==> src/rtl/enc_rev_counter_if.sv <==
// Bus bundle for enc_rev_counter: clear, raw encoder inputs and packed
// per-channel position/revolution/direction/error outputs.
interface enc_rev_counter_if #(
  parameter int N_CH  = 2,
  parameter int N_ENC = 400,
  parameter int REV_W = 8
);
  localparam int POS_W = $clog2(N_ENC);

  logic                    clr;
  logic [N_CH-1:0]         enc_a;
  logic [N_CH-1:0]         enc_b;
  logic [N_CH*POS_W-1:0]   pos;
  logic [N_CH*REV_W-1:0]   rev;
  logic [N_CH-1:0]         idir;
  logic [7:0]              lport;
  logic [N_CH-1:0]         err;

  modport master (
    output clr, enc_a, enc_b,
    input  pos, rev, idir, lport, err
  );

  modport slave (
    input  clr, enc_a, enc_b,
    output pos, rev, idir, lport, err
  );
endinterface

==> src/rtl/enc_rev_counter.sv <==
// Multi-channel encoder position/revolution counter (step/dir or quadrature x4).
// Define ENC_REV_ERR_EN to compile in sticky illegal-transition flags.
module enc_rev_counter #(
  parameter int N_CH  = 2,
  parameter int N_ENC = 400,
  parameter int REV_W = 8,
  parameter int MODE  = 0
) (
  input  logic            clk,
  input  logic            rst,
  enc_rev_counter_if.slave bus
);
  localparam int POS_W = $clog2(N_ENC);
  localparam logic [POS_W-1:0] POS_MAX = POS_W'(N_ENC - 1);

  typedef enum logic [1:0] {ARM0, ARM1, ARM2, RUN} arm_t;

  arm_t              arm_q;
  logic [N_CH-1:0]   a_s1, a_s2, a_p;
  logic [N_CH-1:0]   b_s1, b_s2, b_p;
  logic [POS_W-1:0]  pos_q [N_CH];
  logic [REV_W-1:0]  rev_q [N_CH];
  logic [N_CH-1:0]   idir_q;
  logic [N_CH-1:0]   up, dn;
  logic              armed;

  assign armed = (arm_q == RUN);

  always_comb begin
    up = '0;
    dn = '0;
    for (int unsigned i = 0; i < N_CH; i++) begin
      if (MODE == 0) begin
        if (a_s2[i] && !a_p[i]) begin
          up[i] = b_s2[i];
          dn[i] = !b_s2[i];
        end
      end else begin
        // {prev A, prev B, cur A, cur B}; double changes fall to default
        case ({a_p[i], b_p[i], a_s2[i], b_s2[i]})
          4'b0001, 4'b0111, 4'b1110, 4'b1000: up[i] = 1'b1;
          4'b0100, 4'b1101, 4'b1011, 4'b0010: dn[i] = 1'b1;
          default: ;
        endcase
      end
    end
  end

  always_ff @(posedge clk or posedge rst) begin
    if (rst) begin
      arm_q  <= ARM0;
      a_s1   <= '0;
      a_s2   <= '0;
      a_p    <= '0;
      b_s1   <= '0;
      b_s2   <= '0;
      b_p    <= '0;
      idir_q <= '0;
      for (int unsigned i = 0; i < N_CH; i++) begin
        pos_q[i] <= '0;
        rev_q[i] <= '0;
      end
    end else begin
      a_s1 <= bus.enc_a;
      a_s2 <= a_s1;
      b_s1 <= bus.enc_b;
      b_s2 <= b_s1;
      // previous value keeps tracking while disarmed so static inputs never count
      a_p  <= a_s2;
      b_p  <= b_s2;
      case (arm_q)
        ARM0:    arm_q <= ARM1;
        ARM1:    arm_q <= ARM2;
        default: arm_q <= RUN;
      endcase
      for (int unsigned i = 0; i < N_CH; i++) begin
        if (bus.clr) begin
          pos_q[i] <= '0;
          rev_q[i] <= '0;
        end else if (armed && up[i]) begin
          idir_q[i] <= 1'b1;
          if (pos_q[i] == POS_MAX) begin
            pos_q[i] <= '0;
            rev_q[i] <= rev_q[i] + REV_W'(1);
          end else begin
            pos_q[i] <= pos_q[i] + POS_W'(1);
          end
        end else if (armed && dn[i]) begin
          idir_q[i] <= 1'b0;
          if (pos_q[i] == '0) begin
            pos_q[i] <= POS_MAX;
            rev_q[i] <= rev_q[i] - REV_W'(1);
          end else begin
            pos_q[i] <= pos_q[i] - POS_W'(1);
          end
        end
      end
    end
  end

`ifdef ENC_REV_ERR_EN
  logic [N_CH-1:0] bad;
  logic [N_CH-1:0] err_q;

  always_comb begin
    bad = '0;
    if (MODE != 0)
      bad = (a_p ^ a_s2) & (b_p ^ b_s2);
  end

  always_ff @(posedge clk or posedge rst) begin
    if (rst)
      err_q <= '0;
    else if (bus.clr)
      err_q <= '0;
    else if (armed)
      err_q <= err_q | bad;
  end

  assign bus.err = err_q;
`else
  assign bus.err = '0;
`endif

  for (genvar g = 0; g < N_CH; g++) begin : g_pack
    assign bus.pos[g*POS_W +: POS_W] = pos_q[g];
    assign bus.rev[g*REV_W +: REV_W] = rev_q[g];
  end

  assign bus.idir  = idir_q;
  assign bus.lport = rev_q[0][7:0];
endmodule

==> src/flat_wrapper.sv <==
// flat-port wrapper written by rule: the top's interface ports become plain ports
module enc_rev_counter_flat 
#(
  parameter int N_CH  = 2,
  parameter int N_ENC = 400,
  parameter int REV_W = 8,
  parameter int MODE  = 0
)
  (clk, rst, bus_clr, bus_enc_a, bus_enc_b, bus_pos, bus_rev, bus_idir, bus_lport, bus_err);
  enc_rev_counter_if #(.N_CH(N_CH), .N_ENC(N_ENC), .REV_W(REV_W)) bus_i ();
  input  logic clk;
  input  logic rst;
  input wire logic [$bits(bus_i.clr)-1:0] bus_clr;
  input wire logic [$bits(bus_i.enc_a)-1:0] bus_enc_a;
  input wire logic [$bits(bus_i.enc_b)-1:0] bus_enc_b;
  output wire logic [$bits(bus_i.pos)-1:0] bus_pos;
  output wire logic [$bits(bus_i.rev)-1:0] bus_rev;
  output wire logic [$bits(bus_i.idir)-1:0] bus_idir;
  output wire logic [$bits(bus_i.lport)-1:0] bus_lport;
  output wire logic [$bits(bus_i.err)-1:0] bus_err;
  assign bus_i.clr = bus_clr;
  assign bus_i.enc_a = bus_enc_a;
  assign bus_i.enc_b = bus_enc_b;
  assign bus_pos = bus_i.pos;
  assign bus_rev = bus_i.rev;
  assign bus_idir = bus_i.idir;
  assign bus_lport = bus_i.lport;
  assign bus_err = bus_i.err;
  enc_rev_counter #(.N_CH(N_CH), .N_ENC(N_ENC), .REV_W(REV_W), .MODE(MODE)) u_core (.clk(clk), .rst(rst), .bus(bus_i));
endmodule
==> config.mk <==
export PLATFORM = sky130hd
export DESIGN_NAME = enc_rev_counter_flat
export DESIGN_NICKNAME = d
export VERILOG_FILES = /design/src/rtl/enc_rev_counter_if.sv /design/src/rtl/enc_rev_counter.sv /design/src/flat_wrapper.sv
export SDC_FILE = /design/constraint.sdc
export NUM_CORES = 1
export LEC_CHECK = 0
export CAP_MARGIN = 5
export CORE_ASPECT_RATIO = 0.9
export CORE_MARGIN = 4
export CORE_UTILIZATION = 55
export CTS_CLUSTER_SIZE = 25
export DETAILED_ROUTE_END_ITERATION = 10
export GPL_TIMING_DRIVEN = 0
export PLACE_DENSITY = 0.8
export SLEW_MARGIN = 30
export SYNTH_ARGS = -nofsm -noshare
export SYNTH_HDL_FRONTEND = slang
export SYNTH_SLANG_ARGS = --single-unit
==> constraint.sdc <==
create_clock -name clk -period 3 [get_ports clk]
set_input_delay 0.6 -clock clk [delete_from_list [all_inputs] [get_ports clk]]
set_output_delay 0.6 -clock clk [all_outputs]
set_load 0.01 [all_outputs]
### Yosys cells after proc, flatten, opt, wreduce, memory -nomap -nowiden

Cells that the tools add are included.

* add/sub/neg operators: 8
* multiply operators: 0
* divide/modulo/power cells: 0
* $lt $le $gt $ge: 0
* eq/ne operators: 6
* shifts and indexed selects: 0
* multiplexer cells: 29
* bitwise gates (word level): 1
* reductions and logical operators: 23

Operators with widths (count)
* two-way mux 9 bit: 10
* two-way mux 8 bit: 10
* adder 9 x 1 -> 9 bit, second input constant: 2
* equality test 9 bit, second input constant: 2
* logical NOT 9 bit: 2
* subtractor 9 x 1 -> 9 bit, second input constant: 2
* adder 8 x 1 -> 8 bit, second input constant: 2
* subtractor 8 x 1 -> 8 bit, second input constant: 2
* nonzero test 3 bit: 4
* two-way mux 1 bit: 8
* logical AND 1 bit: 6
* != test 3 bit, second input constant: 2
* AND reduction 3 bit: 2
* logical NOT 1 bit: 4
* one-hot mux 2 bit (2 select lines): 1
* AND reduction 2 bit: 2
* nonzero test 2 bit: 2
* equality test 2 x 1 -> 1 bit, second input constant: 1
* equality test 2 bit, second input constant: 1
* logical NOT 2 bit: 1
* NOT 1 bit: 1

* flip-flop bits (word level): 48
* latch bits: 0
* memory bits (writable): 0
* ROM bits: 0
* input port bits: 7
* output and inout port bits: 46
* memories kept: 0

### Depth between registers and ports, before layout

Gate-level depths: netlist of run 1.

* word-level depth: 7
* gate-level depth with buffers: 10
* depth with buffers taken out: 9

### Worst setup path before layout of run 1

Ideal clock, no wire load.

* path type: reg2reg
* start: reg u_core.a_p[1]
* end: reg u_core.rev_q (netlist bit u_core.bus.rev[15])
* setup time: 0.122 ns
* arrival: 2.512 ns
* required time: 2.878 ns
* slack: 0.366 ns
* cell stages (with the launch flop): 10
* clock period less this slack: 2.634 ns
* cell sequence: dfrtp_1 > and4b_1 > buf_2 > nand2_1 > ha_1 > a21oi_1 > a211o_1 > and3_1 > or4_1 > a32o_1

* longest elaborated chain between the ends: 6
* elaborated cells on any way between the ends: 12
* those cells by class: 1 x eq/ne; 4 x mux; 7 x reduce/logical

RTL lines
* start: declaration: line enc_rev_counter.sv:19 `logic [N_CH-1:0] a_s1, a_s2, a_p;`
* start signal: assignment: line enc_rev_counter.sv:69 `a_p <= a_s2;`
* logical NOT 1 bit (*): line enc_rev_counter.sv:34 `if (a_s2[i] && !a_p[i]) begin`
* logical AND 1 bit (*): line enc_rev_counter.sv:34
* two-way mux 1 bit: line enc_rev_counter.sv:34
* logical AND 1 bit, on equally long branches: line enc_rev_counter.sv:80, enc_rev_counter.sv:88
* != test 3 bit (no source line), or another cell as far along
* AND reduction 3 bit (no source line) or two-way mux 8 bit (tied branches)
* end signal: indexed assignment: line enc_rev_counter.sv:84 `rev_q[i] <= rev_q[i] + REV_W'(1);`
* end signal: indexed assignment: line enc_rev_counter.sv:92 `rev_q[i] <= rev_q[i] - REV_W'(1);`
* end: declaration: line enc_rev_counter.sv:22 `logic [REV_W-1:0] rev_q [N_CH];`

Every way passes the cells marked *; elsewhere a longest branch is shown, timed or not.
A chain may end at the register's enable or synchronous reset.

### Worst setup path in the final report of run 1

* start: reg u_core.arm_q[1]
* end: reg u_core.rev_q (netlist bit u_core.bus.rev[15])

* longest elaborated chain between the ends: 4
* elaborated cells on any way between the ends: 9
* those cells by class: 2 x eq/ne; 2 x mux; 5 x reduce/logical

RTL lines
* start: declaration: line enc_rev_counter.sv:18 `arm_t arm_q;`
* start signal: assignment: line enc_rev_counter.sv:51 `arm_q <= ARM0;`
* start signal: assignment: line enc_rev_counter.sv:72 `ARM0: arm_q <= ARM1;`
* start signal: assignment: line enc_rev_counter.sv:73 `ARM1: arm_q <= ARM2;`
* equality test 2 bit (*): line enc_rev_counter.sv:27 `assign armed = (arm_q == RUN);`
* logical AND 1 bit, on equally long branches: line enc_rev_counter.sv:80, enc_rev_counter.sv:88
* != test 3 bit (no source line), or another cell as far along
* AND reduction 3 bit (no source line) or two-way mux 8 bit (tied branches)

Marks and branches as above.

==> summary by stage, run 1 <==
Status
The run finished with clean final reports.

STA
The hold violation total from the final report is 0. The number of pins exceeding their max-slew limit in the final report was 0. Setup violations remaining at the end of the flow were counted as 0. The clock arrives with roughly 0.0065 ns of skew. Setup repair after global routing left no endpoint under its margin. The peak clock frequency supported by timing is between 0.3 and 0.4 GHz. In the finished design, the share of the clock period the worst path needs comes to 0.9349. The sum of negative setup slack is 0 ns. For the pin with the worst max-slew slack, the measured transition is ~0.8 ns. Setup slack on the critical path of the routed design comes to around 0.2 ns. The post-layout minimum cycle time is around 2.8 ns. Hold timing on the final database bottoms out at a slack of around 0.36 ns. In this run the tightest slew margin relative to its limit is 0.4639.

Routing
Summed over all nets, wire length on met3 after detailed routing comes to roughly 500 µm. The number of detailed-routing iterations run before antenna repair is 4. In the final routing, the length of wire on met1 measures roughly 3900 µm. After detailed routing, the number of remaining DRC violations is 0.

The highest metal layer with signal wires is met4. The violation count after the first detailed-routing iteration is 170. The detailed-route wire length per cell is approximately 17 µm. Summed over all layers, the routed wires come to roughly 8600 µm.

The average vias per placed instance is 6.225. Across all layers, the routed design uses between 3000 and 4000 vias. Once detail routing completed, the nets flagged for antenna violations numbered 0. The routed length on met2 is between 4000 and 5000 µm.

Layout
The area used by multi-input combinational logic is slightly below 2000 µm². The core utilization of the finished layout is 0.7067. The final antenna diode count is 0.

The net count reported at finish is 470. Across the whole layout, storage elements account for 1201 µm². The layout filler cell count is around 460. The post-synthesis to final-layout area growth is 21.32%. The share of layout cells above drive strength 1 is 0.09417. The final instance area is just over 4000 µm².

Critical path
The worst path arrival time is 3.01 ns. The required time of the worst setup path is ~3.2 ns. The startpoint type of the worst setup path is a flip-flop. The category of the worst setup path capture point is a flip-flop. The path type of the worst setup path is reg2reg. Of all nets on the critical path, the largest fanout is 10.

Global route
The via count of the first global-routing pass is a little over 3000. The overall fraction of global-route tracks in use is 0.2416. The wire length of the first global-routing pass is between 10000 and 15000 µm.

The total overflow left after global routing is 0. The initial antenna violation count is 0. The largest net degree at the start of global routing is between 40 and 50.

Floorplan
The initial core utilization is 0.5825. For this design the top-level I/O count stands at 53. The height of the die is just over 80 µm.

The core region is roughly 5800 µm². The floorplan die area is roughly 7500 µm². The number of rows in the core area is 26. The floorplan step set the die width to 90.78 µm.

Clock tree
At the later pin of the worst-skew pair, clock insertion delay measures slightly above 0.3 ns. The number of sinks on the clock net is 48. After clock tree synthesis, the clock-pin slew on the worst setup and hold paths is around 0.1 ns. The clock root buffer is sky130_fd_sc_hd__clkbuf_8.

The H-tree depth reported by CTS is 2. The CTS tree is done. No sink is reached through more buffers than the 2 on the longest clock path.

Buffers inserted during clock tree synthesis total 5. The post-CTS setup-driven buffer insertion count is 0.

Placed design
The post-place setup slack is -0.04412 ns. During placement, the flow inserted port buffers numbering 50. The placement-stage cell area is ~4000 µm². The congestion estimate from routability-driven global placement came to 0.9184. Summed over all nets, the half-perimeter wirelength after detailed placement is 6048 µm.

Logic synthesis
The post-synthesis share of cell area spent on and, or, nand and nor gates is 0.2139. The commonest register cell after synthesis is sky130_fd_sc_hd__dfrtp_1. Of the synthesized area, sequential elements account for 0.3541. The average instance in the mapped netlist occupies 8.765 µm². The compound-cell area share of the yosys netlist was 0.2294. The count of distinct cell types in the synthesized netlist is 75. The post-synthesis async set-or-reset flop share is 1.000. The number of warnings reported in the yosys synthesis log is 0. The mux cell area share after synthesis is 0.03357. The cell count after synthesis is ~390. The combinational family with the most area after synthesis is compound AO/OA/AOI/OAI gates. Of the total synthesized cell area, the portion taken by XOR and XNOR cells is 0.02324.

The synthesized design contains 48 register bits. The mapped netlist covers approximately 3400 µm². In this run, synthesis inferred 0 flip-flops with an integrated enable. Of the total synthesized cell area, the portion taken by full adders, half adders and majority gates is 0.07082.

Pwr
The analysis attributes to cell leakage a power of roughly 1.7 nW. Power spread over the standard cell area amounts to 582.8 nW/µm². Across the VDD grid, the largest voltage drop is approximately 0.00029 V.

Job
The tool flagged a number of max-cap violations equal to 0.

Worst hold path
The min-delay analysis places its worst path in the category reg2reg.
## critical path, cell delays in order, from the launching register on
cell	delay [ns]
sky130_fd_sc_hd__dfrtp_1	0.43
sky130_fd_sc_hd__and4b_1	0.20
sky130_fd_sc_hd__buf_2	0.24
sky130_fd_sc_hd__nand2_4	0.14
sky130_fd_sc_hd__ha_1	0.39
sky130_fd_sc_hd__a21oi_1	0.12
sky130_fd_sc_hd__a211o_1	0.32
sky130_fd_sc_hd__and3_1	0.18
sky130_fd_sc_hd__or4_1	0.40
sky130_fd_sc_hd__a32o_1	0.27
## cell type report
cell class	count	area share
multi-input cells	291	0.4752
plain buffers	30	0.04378
inverters	19	0.01824
repair buffers	50	0.1216
well taps	70	0.02128
clock inverters	3	0.01125
flip-flops and latches	48	0.2919
clock buffers	5	0.01672
## kinds of logic (layout without fill, tap and decap cells)
logic type	after synthesis	count (layout)
other cells	1	2
xor+xnor	9	9
flops	48	48
simple gates	137	137
compound gates	114	114
buf+inv	49	107
fa+ha+maj	18	18
mux	11	11
## cells in the mapped netlist (6+ instances only)
master | number | area (µm²)
sky130_fd_sc_hd__nor2b_1 | 6 | 37.54
sky130_fd_sc_hd__xnor2_1 | 8 | 70.07
sky130_fd_sc_hd__ha_1 | 16 | 200.2
sky130_fd_sc_hd__o21a_1 | 7 | 52.55
sky130_fd_sc_hd__nor3_1 | 10 | 50.05
sky130_fd_sc_hd__buf_4 | 10 | 75.07
sky130_fd_sc_hd__mux2i_1 | 8 | 80.08
sky130_fd_sc_hd__or3_1 | 6 | 37.54
sky130_fd_sc_hd__a21oi_1 | 27 | 135.1
sky130_fd_sc_hd__nand3_1 | 12 | 60.06
sky130_fd_sc_hd__and3_1 | 6 | 37.54
sky130_fd_sc_hd__dfrtp_1 | 48 | 1201
sky130_fd_sc_hd__clkbuf_1 | 13 | 48.80
sky130_fd_sc_hd__inv_1 | 17 | 63.81
sky130_fd_sc_hd__nand2_1 | 37 | 138.9
sky130_fd_sc_hd__nor2_1 | 25 | 93.84
sky130_fd_sc_hd__o21ai_0 | 23 | 115.1
## path summary, 6_finish.rpt
path                                      startpoint                               to  slack, ns  cells after the start
min in group asynchronous                        rst   u_core.bus.idir[1]$_DFFE_PP0P_       0.71                      2
min                         u_core.b_s1[1]$_DFF_PP0_         u_core.b_s2[1]$_DFF_PP0_       0.36                      0
max                        u_core.arm_q[1]$_DFF_PP0_   u_core.bus.rev[15]$_DFFE_PP0P_       0.20                      9
min reg2reg                 u_core.b_s1[1]$_DFF_PP0_         u_core.b_s2[1]$_DFF_PP0_       0.36                      0
max reg2reg                u_core.arm_q[1]$_DFF_PP0_   u_core.bus.rev[15]$_DFFE_PP0P_       0.20                      9
max in group asynchronous                        rst  u_core.bus.lport[6]$_DFFE_PP0P_       1.87                      2
## per-stage QoR
step                      cells  total power, mW
after floorplan             388            1.546
after global placement      508            1.852
after detailed placement    508            1.886
after CTS                   516            2.400
after global routing        516            2.566
final                       516            2.398
## layout by cell type, fill, tap and decap left out, types with 12 or more instances in the layout
cell type / netlist / routed
sky130_fd_sc_hd__nand2_1: 37 / 35
sky130_fd_sc_hd__inv_1: 17 / 16
sky130_fd_sc_hd__a21oi_1: 27 / 27
sky130_fd_sc_hd__dfrtp_1: 48 / 48
sky130_fd_sc_hd__nor2_1: 25 / 25
sky130_fd_sc_hd__clkdlybuf4s50_1: 0 / 50
sky130_fd_sc_hd__clkbuf_1: 13 / 12
sky130_fd_sc_hd__nand3_1: 12 / 12
sky130_fd_sc_hd__o21ai_0: 23 / 23
sky130_fd_sc_hd__ha_1: 16 / 16
## repair_timing
action / CTS / global route
resized for setup: 2 / 5
hold buffers: 0 / 0
endpoints found under the setup margin: 1 / 6
## registers in the layout (all words and copies together), names as in the netlist
| name | cells |
|---|---|
| u_core.a_s2 | 2 |
| u_core.b_s1 | 2 |
| u_core.bus.lport | 8 |
| u_core.bus.idir | 2 |
| u_core.arm_q | 2 |
| u_core.b_s2 | 2 |
| u_core.a_s1 | 2 |
| u_core.bus.pos | 18 |
| u_core.bus.rev | 8 |
| u_core.a_p | 2 |
## per-layer routing
layer  GRT usage  up-vias
met5           0        -
met3     0.03986        9
met2      0.4123      118
li1            -     1541
met1      0.3293     1544
met4     0.05120        0
## where the power goes
part / switching (mW) / total, mW / internal [mW]
clock network: 0.251 / 0.503 / 0.252
registers: 0.0930 / 0.823 / 0.730
logic: 0.547 / 1.07 / 0.526
total: 0.891 / 2.40 / 1.51
No activity file was read; power rests on OpenSTA's default activity.
==> run 2, diff against run 1 <==
Settings changed: ABC_AREA set to 0.
==> results of run 2 <==
Same layout as run 1: the final DEF is identical, and so are final timing and power.
==> run 3, diff against run 2 <==
Settings changed: CELL_PAD_IN_SITES_DETAIL_PLACEMENT set to 2, CELL_PAD_IN_SITES_GLOBAL_PLACEMENT set to 2, CORE_UTILIZATION 55 to 33, TNS_END_PERCENT set to 1.
==> summary by stage, run 3 (synthesis gave the netlist of run 1 again) <==
Layout
0 antenna diodes ended up in the layout. The register with the most flip-flops in the layout has 18 of them. The final instance area is around 4300 µm². In the final layout, the share of cells above drive strength 1 is 0.09843. The post-synthesis to final-layout area growth is 27.52%. The count of cells in the finished layout, fillers not included, comes to 573. In the layout the commonest cells are sky130_fd_sc_hd__clkdlybuf4s50_1 (50), sky130_fd_sc_hd__dfrtp_1 (48), sky130_fd_sc_hd__nand2_1 (35), sky130_fd_sc_hd__a21oi_1 (27), sky130_fd_sc_hd__nor2_1 (25). The most common cell after layout, fill and taps aside is sky130_fd_sc_hd__clkdlybuf4s50_1.

For this run, the post-layout net count is around 470.

Placed design
Counting tap cells, the placed design contains a total of 565 instances. Summed over all nets, the half-perimeter wirelength after detailed placement is roughly 8100 µm. The placement-stage cell area is just over 4000 µm².

The routability congestion estimate from global placement is slightly above 0.8. Buffers placed on the I/O ports in this run total 50.

Clock tree
The clock latency at the later pin of the worst-skew pair is roughly 0.29 ns. TritonCTS built the clock tree. Counting the buffers created by CTS gives 5. Buffers inserted to repair hold after CTS numbered 0. Counting along the longest clock path gives a buffer depth of 2. The number of sinks on the clock net is 48. Clock-pin slew was measured on the worst setup and hold paths at 0.07 ns. The post-CTS setup-driven buffer insertion count is 0.

Clock tree synthesis selected as its root buffer the cell sky130_fd_sc_hd__clkbuf_16. The H-tree generated during clock tree synthesis spans 2 levels.

STA
The number of endpoints failing setup at the final stage is 0. The post-layout minimum cycle time is approximately 2.8 ns. The clock arrives with ~0.0053 ns of skew. The hold violation total from the final report is 0. The number of pins exceeding their max-slew limit in the final report is 0. Setup repair after global routing left no endpoint under its margin. The period utilization is 0.9376. At the pin with the least slew margin, the transition time is roughly 0.95 ns. The peak clock frequency supported by timing is about 0.36 GHz. The relative slew slack is 0.3639.

Critical path
Traced cell by cell, the critical path runs through and4b_1, buf_2, nand2_4, clkinv_2, fa_1, nor2b_1, o31a_1, mux2i_1, a21oi_1, a221o_1. The worst path arrival time is 2.99 ns. The largest single stage delay on the critical path is between 0.4 and 0.5 ns. The critical path contains buffers and inverters numbering 2 combined. In this run the worst path has a maximum fanout of 10. The required time of the worst setup path is around 3.2 ns. The category of the worst setup path capture point is a flip-flop. For the worst flop-to-flop path, the logic depth is 10.

The cell family contributing the most delay on the critical path is compound AO/OA/AOI/OAI gates. Counting buffers and inverters, the worst setup path is 10 cells deep. The path type of the worst setup path is reg2reg. The largest individual stage delay along the critical path comes from the cell sky130_fd_sc_hd__fa_1. The startpoint type of the worst setup path is a flip-flop.

Global route
In the global route stage, met3 resource usage came out at 0.02443. The first global-routing pass estimated 18440 µm of wire. The fraction of met2 tracks used by global routing is 0.3260.

The sum of overflow across all layers after global routing is 0. The largest net degree at the start of global routing is 42. The via count of the first global-routing pass is about 3500. For this run, global-route usage on met1 was measured as 0.2504. The initial antenna violation count was 0. met2 is the most crowded layer. Across every metal layer, demand over resource in global routing totals 0.1877.

Floorplan
The floorplan has 34 rows. The total core area is ~9900 µm². During I/O placement, the number of pins put on the boundary was 53. Measured along the x axis, the die boundary spans about 110 µm. The die is 104.2 µm tall.

For this configuration, the core starts out at a cell density of 0.3437. The floorplan die area is between 10000 and 15000 µm².

Routing
Dividing the detail-routed via count by the number of cells gives 5.743. The detailed-route wire length per cell is about 19 µm. The count of vias placed by the detailed router is 3291. Wires add up to about 11000 µm. The violation count after the first detailed-routing iteration is approximately 110. The count of nets left with antenna violations once routing finished came out at 0. The first detailed-routing pass ran for 4 iterations.

The DRC violation count after routing is 0.

Worst hold path
Along the worst hold path, the cell count comes to 0. The worst hold path class is reg2reg.

Pwr
The peak supply drop is around 0.00029 V. The static leakage is roughly 1.8 nW. The total power divided by cell area is about 640 nW/µm².

Job
The number of maximum-capacitance violations is 0.

Status
The flow ran to the end, and the final reports show no timing, DRC or antenna violations.
-- run 3: cell count changes in the layout (fill, tap and decap cells not counted), sizes merged --
cell,before,now
bufinv,1,3
clkinvlp,1,0
buf,15,16
inv,18,17
-- run 3: worst register-to-register path: stages (launching register included) --
cell                       delay [ns]
sky130_fd_sc_hd__dfrtp_1         0.44
sky130_fd_sc_hd__and4b_1         0.22
sky130_fd_sc_hd__buf_2           0.20
sky130_fd_sc_hd__nand2_4         0.19
sky130_fd_sc_hd__clkinv_2        0.18
sky130_fd_sc_hd__fa_1            0.45
sky130_fd_sc_hd__nor2b_1         0.19
sky130_fd_sc_hd__o31a_1          0.21
sky130_fd_sc_hd__mux2i_1         0.21
sky130_fd_sc_hd__a21oi_1         0.09
sky130_fd_sc_hd__a221o_1         0.32
-- run 3: stage by stage --
step | total power, mW | worst slack, ns | hold WS [ns] | setup TNS [ns] | utilization
after floorplan | 1.546 | 0.3663 | 0.3312 | 0 | -
after global placement | 1.885 | -0.08739 | 0.3332 | -0.08739 | 0.4108
after detailed placement | 1.946 | -0.1819 | 0.3403 | -0.3447 | 0.4138
after CTS | 2.798 | 0.04814 | 0.3566 | 0 | 0.4361
after global routing | 2.973 | 0.007189 | 0.3637 | 0 | 0.4383
final | 2.781 | 0.1871 | 0.3519 | 0 | 0.4383
-- run 3: timing repair --
item	4_1_cts	5_1_grt
gates resized for setup	3	4
pin swaps	0	0
setup endpoints to repair	5	4
-- run 3: path summary, 6_finish.rpt --
path	from	endpoint	slack [ns]
worst min-delay path	u_core.a_s1[0]$_DFF_PP0_	u_core.a_s2[0]$_DFF_PP0_	0.35
max in group asynchronous	rst	u_core.a_s1[0]$_DFF_PP0_	2.00
worst min register to register	u_core.a_s1[0]$_DFF_PP0_	u_core.a_s2[0]$_DFF_PP0_	0.35
worst max register to register	u_core.arm_q[0]$_DFF_PP0_	u_core.bus.rev[14]$_DFFE_PP0P_	0.19
worst max-delay path	u_core.arm_q[0]$_DFF_PP0_	u_core.bus.rev[14]$_DFFE_PP0P_	0.19
min in group asynchronous	rst	u_core.bus.lport[3]$_DFFE_PP0P_	0.56
-- run 3: cell type report --
| class | instances | area [µm²] |
|---|---|---|
| Buffer | 30 | 180.2 |
| Clock buffer | 5 | 125.1 |
| Clock inverter | 3 | 90.09 |
| Fill cell | 1111 | 5544 |
| Inverter | 19 | 75.07 |
| Multi-Input combinational cell | 291 | 1968 |
| Sequential cell | 48 | 1201 |
| Tap cell | 126 | 157.7 |
| Timing Repair Buffer | 51 | 528.0 |
-- run 3: power by group --
group          internal [mW]  switching [mW]  total [mW]  leakage, nW
clock network          0.562           0.260       0.823        0.104
registers              0.731           0.107       0.837        0.617
logic                  0.540           0.581        1.12         1.05
total                   1.83           0.948        2.78         1.77
-- run 3: layer usage --
| layer | routed length (µm) | vias up |
|---|---|---|
| li1 | - | 1533 |
| met1 | 5194 | 1702 |
| met2 | 5607 | 52 |
| met3 | 264 | 4 |
| met4 | 45 | 0 |
| met5 | 0 | - |
==> edit 1, RTL diff (flow settings as in run 1) <==
`REV_W` is set to 8 in 3 places; all go to 12.
--- a/src/rtl/enc_rev_counter_if.sv
+++ b/src/rtl/enc_rev_counter_if.sv
@@ -4,5 +4,5 @@
   parameter int N_CH  = 2,
   parameter int N_ENC = 400,
-  parameter int REV_W = 8
+  parameter int REV_W = 12
 );
   localparam int POS_W = $clog2(N_ENC);
--- a/src/rtl/enc_rev_counter.sv
+++ b/src/rtl/enc_rev_counter.sv
@@ -4,5 +4,5 @@
   parameter int N_CH  = 2,
   parameter int N_ENC = 400,
-  parameter int REV_W = 8,
+  parameter int REV_W = 12,
   parameter int MODE  = 0
 ) (
--- a/src/flat_wrapper.sv
+++ b/src/flat_wrapper.sv
@@ -4,5 +4,5 @@
   parameter int N_CH  = 2,
   parameter int N_ENC = 400,
-  parameter int REV_W = 8,
+  parameter int REV_W = 12,
   parameter int MODE  = 0
 )
Ports: changed (resized bus_rev); port bits go from 53 to 61. The function was not compared with the original's and may differ.
==> edit 1 against run 1 <==
  * Via count grew 19%
  * Highest routed layer unchanged
  * Total power fell by 18%
  * Sequential power rose by 2.9%
  * Sequential cell count grew 8
  * Setup slack lost 0.044 ns
  * Routed wire length rose by 18%
  * Design area up 18%
  * Critical path type unchanged
  * Area after synthesis rose by 17%
  * Fmax fell by 1.5%
  * Final cell count up 23%
==> edit 1: results (changes against run 1) <==
Crit-path slowest cell - dfrtp_1
peak supply drop - 0.000268 V (-8.5%)
wire length on met1 - 4350 um (+13%)
Nets - 572 (+22%)
clk slew on worst S/H paths - 0.11 ns
FF-to-FF path depth - 10 (+1)
drt first pass iters - 5 (+1)
Rel. slew slack - 47.1% (+0.70 points)
M2 GR Usage - 41.3% (about the same)
clock latency on the worst-skew pair - 0.32 ns
Post-synth top cells - 56 x dfrtp_1, 42 x nor2_1, 40 x nand2_1, 37 x a21oi_1, 35 x o21ai_0
number of global-route vias before repair - 3634 (+19%)
wire length of the first global-routing pass - 17100 um (+15%)
number of H-tree levels - 2 (unchanged)
Min-Delay Endpoint - u_core.a_s2[1]
pre-CTS setup slack - -0.471 ns (-0.427 ns)
DP Area - 4700 sq um (+18%)
cell family with most CP delay - simple AND/OR/NAND/NOR gates
WL met2 - 4880 um (+19%)
largest net degree at the start of global routing - 43 (-12%)
Fin Clk Skew - 0.00822 ns (+0.00167 ns)
hold_sp - u_core.a_s1[1]
met3 usage - 3.94% (-0.045 points)
crit path max fanout - 14 (+4)
clk root buf - clkbuf_8
critical path's largest stage delay - 0.41 ns (-0.02 ns)
# diodes - 0 (unchanged)
hpwl dp - 7190 um (+19%)
top cells by area, synth - dfrtp_1 35%, ha_1 7.6%, a21oi_1 4.7%, o21ai_0 4.4%, nor2_1 4.0%
Leak - 2.06 nW (+20%)
crit path from - u_core.arm_q[0]
Sw Ratio - 35.1% (-2.0 points)
status - finished, final reports clean
port bufs - 58 (+16%)
synth unique cells - 61 (-19%)
worst r2r dst - u_core.bus.rev[8]
Post-Route WL - 10100 um (+18%)
ys flop type - dfrtp_1
TritonCTS Buffers - 5 (unchanged)
routed length on met3 - 717 um (+44%)
crit path kind - reg2reg
initial drt markers - 230 (+35%)
FFs w/ async S/R, synth - 100% (unchanged)
Placer Congestion - 0.914 (-0.53%)
GR Util met1 - 30.8% (-2.2 points)
min cycle time layout - 2.85 ns (+0.0436 ns)
gr usage total - 23.7% (-0.46 points)
layout cells sized above 1 - 8.70% (-0.71 points)
Seq/Total Area, Yosys - 35.3% (-0.14 points)
hold path cells - 0 (unchanged)
Layout fillers - 583 (+27%)
detailed-route via count - 3836 (+19%)
## edit 1: cell count changes in the layout (fill, tap and decap cells not counted), moves of 4 or more
cell             delta
o21ai_0             +9
clkdlybuf4s50_1     +8
nor3_1              +8
a21oi_1            +10
dfrtp_1             +8
clkbuf_1            +8
nor4_1              +4
nor2_1             +16
ha_1                +8
xnor2_1             +5
xor2_1              +6
o211ai_1            +7
or3_1               +5
## edit 1: cell type report
cell class | instances | area [sq um] | share of cell area (%)
Clock inverter | 3 | 22.5 | 0.464
Inverter | 20 | 77.6 | 1.60
Buffer | 34 | 169 | 3.48
Clock buffer | 5 | 68.8 | 1.42
Tap cell | 93 | 116 | 2.40
Timing Repair Buffer | 61 | 616 | 12.7
Sequential cell | 56 | 1400 | 28.9
Multi-Input combinational cell | 361 | 2390 | 49.1
## edit 1: kinds of logic (layout without fill, tap and decap cells)
kind of cell,Yosys count,count (layout),share of synthesized area (%)
mux,8,8,2.11
fa+ha+maj,26,26,8.57
flops,56,56,35.3
simple gates,174,174,22.8
xor+xnor,20,20,4.41
compound gates,131,131,20.6
other cells,1,2,0.0944
buf+inv,54,123,6.11
## edit 1: through the flow
stage               cells  hold WS (ns)
floorplan             471         0.331
global placement      622         0.332
detailed placement    623         0.338
CTS                   632         0.364
global route          633         0.382
finish                633         0.361
## edit 1: power groups by stage
stage / combinational [mW] / sequential (mW) / clock (mW)
after floorplan: 0.442 / 0.869 / 0
after global placement: 0.639 / 0.859 / 0
after detailed placement: 0.661 / 0.861 / 0
after CTS: 0.673 / 0.846 / 0.451
after global routing: 0.763 / 0.855 / 0.487
final: 0.689 / 0.847 / 0.441
## edit 1: timing repair
action | in CTS | in global routing
gates cloned | 0 | 0
gates resized for setup | 6 | 12
pin swaps | 1 | 6
setup buffers | 1 | 1
setup endpoints to repair | 12 | 13
==> edit 2, RTL diff (config.mk and constraints of run 1) <==
Made on the original files. Encoding of `arm_t`: now one-hot (4 bits for 4 values).
--- a/src/rtl/enc_rev_counter.sv
+++ b/src/rtl/enc_rev_counter.sv
@@ -14,5 +14,5 @@
   localparam logic [POS_W-1:0] POS_MAX = POS_W'(N_ENC - 1);
 
-  typedef enum logic [1:0] {ARM0, ARM1, ARM2, RUN} arm_t;
+  typedef enum logic [3:0] {ARM0 = 4'b0001, ARM1 = 4'b0010, ARM2 = 4'b0100, RUN = 4'b1000} arm_t;
 
   arm_t              arm_q;
Function: no difference found for any inputs over 10 cycles, from zero or initial values and one cycle with rst high; not proved beyond that.
==> edit 2 against run 1 <==
  * Fmax shrank 2.6%
  * Setup slack got worse by 0.074 ns
  * First-iteration DRC count grew 28%
  * Sequential cell count rose by 2
  * Area after synthesis increased by 4.8%
  * Critical endpoint is now u_core.bus.rev[14]
  * Final cell count up 7.4%
  * Largest cell class unchanged
  * Critical path type unchanged
  * Design area grew 5.0%
  * Routed wire length up 1.9%
Power is not compared: it rests on default switching activity, and its combinational part moved more than twofold at a synthesized area within 25%.
==> edit 2: results (changes against run 1) <==
Rel. slew slack - 45.3% (-1.1 points)
layout cells sized above 1 - 10.9% (+1.5 points)
worst min-delay path class - reg2reg
clock buffer depth - 2 (unchanged)
critical path's largest stage delay - 0.60 ns (+0.17 ns)
WP data arrival - 3.06 ns (+0.05 ns)
post-synthesis cell count - 406 (+4.9%)
vias per cell - 6.05 (-2.9%)
final hold vios - 0 (unchanged)
ys flop type - dfrtp_1
FFs w/ async S/R, synth - 100% (unchanged)
# diodes - 0 (unchanged)
crit path max fanout - 8 (-2)
peak supply drop - 0.000319 V
wire length of the first global-routing pass - 14500 um (-2.0%)
max reg flops - 18 (unchanged)
Residual DRC - 0 (unchanged)
status - finished, final reports clean
Post-synth top cells - 49 x dfrtp_1, 32 x nor2_1, 28 x nand2_1, 26 x o21ai_0, 23 x a21oi_1
largest net degree at the start of global routing - 51 (+4.1%)
Nets - 491 (+4.5%)
Post-Route WL - 8720 um (+1.9%)
Sw Ratio - 30.9%
Max Slew Vio Count - 0 (unchanged)
TritonCTS Buffers - 5 (unchanged)
clock latency on the worst-skew pair - 0.31 ns (about the same)
Seq/Total Area, Yosys - 35.2% (-0.19 points)
Ys Warns - 0 (unchanged)
initial drt markers - 218 (+28%)
number of H-tree levels - 2 (unchanged)
top cells by area, synth - dfrtp_1 34%, ha_1 5.6%, o21ai_0 3.7%, nor2_1 3.4%, a21oi_1 3.2%
initial antenna violation count - 0 (unchanged)
hpwl dp - 6210 um (+2.6%)
pre-CTS setup slack - -0.387 ns (-0.343 ns)
Placer Congestion - 0.927 (+0.95%)
detailed-route via count - 3349 (+4.3%)
clk root buf - clkbuf_8
Clock group - 0.450 mW
port bufs - 50 (unchanged)
drt first pass iters - 4 (unchanged)
synth unique cells - 72 (-4.0%)
Leak - 1.77 nW
placed cells - 545 (+7.3%)
Layout fillers - 519 (+13%)
gr usage total - 22.4% (-1.7 points)
clk slew on worst S/H paths - 0.10 ns (about the same)
Fin Clk Skew - 0.00725 ns (+0.000708 ns)
cell family with most CP delay - simple AND/OR/NAND/NOR gates
combinational share of power - 25.6%
number of global-route vias before repair - 2980 (-2.4%)
Crit-path slowest cell - or4b_4
edit 2: what timing repair did:
action                                  CTS  global route
endpoints found under the setup margin    6             3
pin swaps                                 1             0
resized for setup                         1             5
hold buffers                              0             0
setup buffers                             2             0
edit 2: cell families after synthesis:
kind of cell	share of synthesized area, %
AND/OR/NAND/NOR	24.2
adder cells (fa/ha/maj)	6.76
AO/OA/AOI/OAI	21.0
other	0.105
buffers and inverters	7.21
multiplexers	2.60
flip-flops	35.2
XOR/XNOR	2.96
edit 2: final timing paths:
check / from / end / slack [ns] / depth (start not counted)
max: u_core.arm_q[1] / u_core.bus.rev[14] / 0.12 / 8
min: u_core.a_s1[1] / u_core.a_s2[1] / 0.35 / 0
max reg2reg: u_core.arm_q[1] / u_core.bus.rev[14] / 0.12 / 8
min reg2reg: u_core.a_s1[1] / u_core.a_s2[1] / 0.35 / 0
max in group asynchronous: rst / u_core.bus.pos[8] / 1.88 / 2
min in group asynchronous: rst / u_core.bus.pos[11] / 0.71 / 2
edit 2: per-layer routing:
metal  up-vias  global-route usage (%)  part of all wire, %
li1       1602                       -                    -
met1      1596                    30.9                   45
met2       137                    37.2                   46
met3        14                    4.48                  7.4
met4         0                    3.86                  1.0
met5         -                       0                    0
edit 2: through the flow:
step	cell area [sq um]	power (mW)
2_1_floorplan	3560	1.01
3_3_place_gp	4170	1.13
3_5_place_dp	4180	1.14
4_1_cts	4300	1.59
5_1_grt	4320	1.68
6_report	4320	1.59
edit 2: cell type report:
type,instances,area [sq um],share of cell area (%)
plain buffers,33,174,4.03
multi-input cells,303,2080,48.2
flip-flops and latches,50,1250,29.0
inverters,21,81.3,1.88
clock inverters,1,8.76,0.203
clock buffers,7,96.3,2.23
well taps,87,109,2.52
repair buffers,52,515,11.9
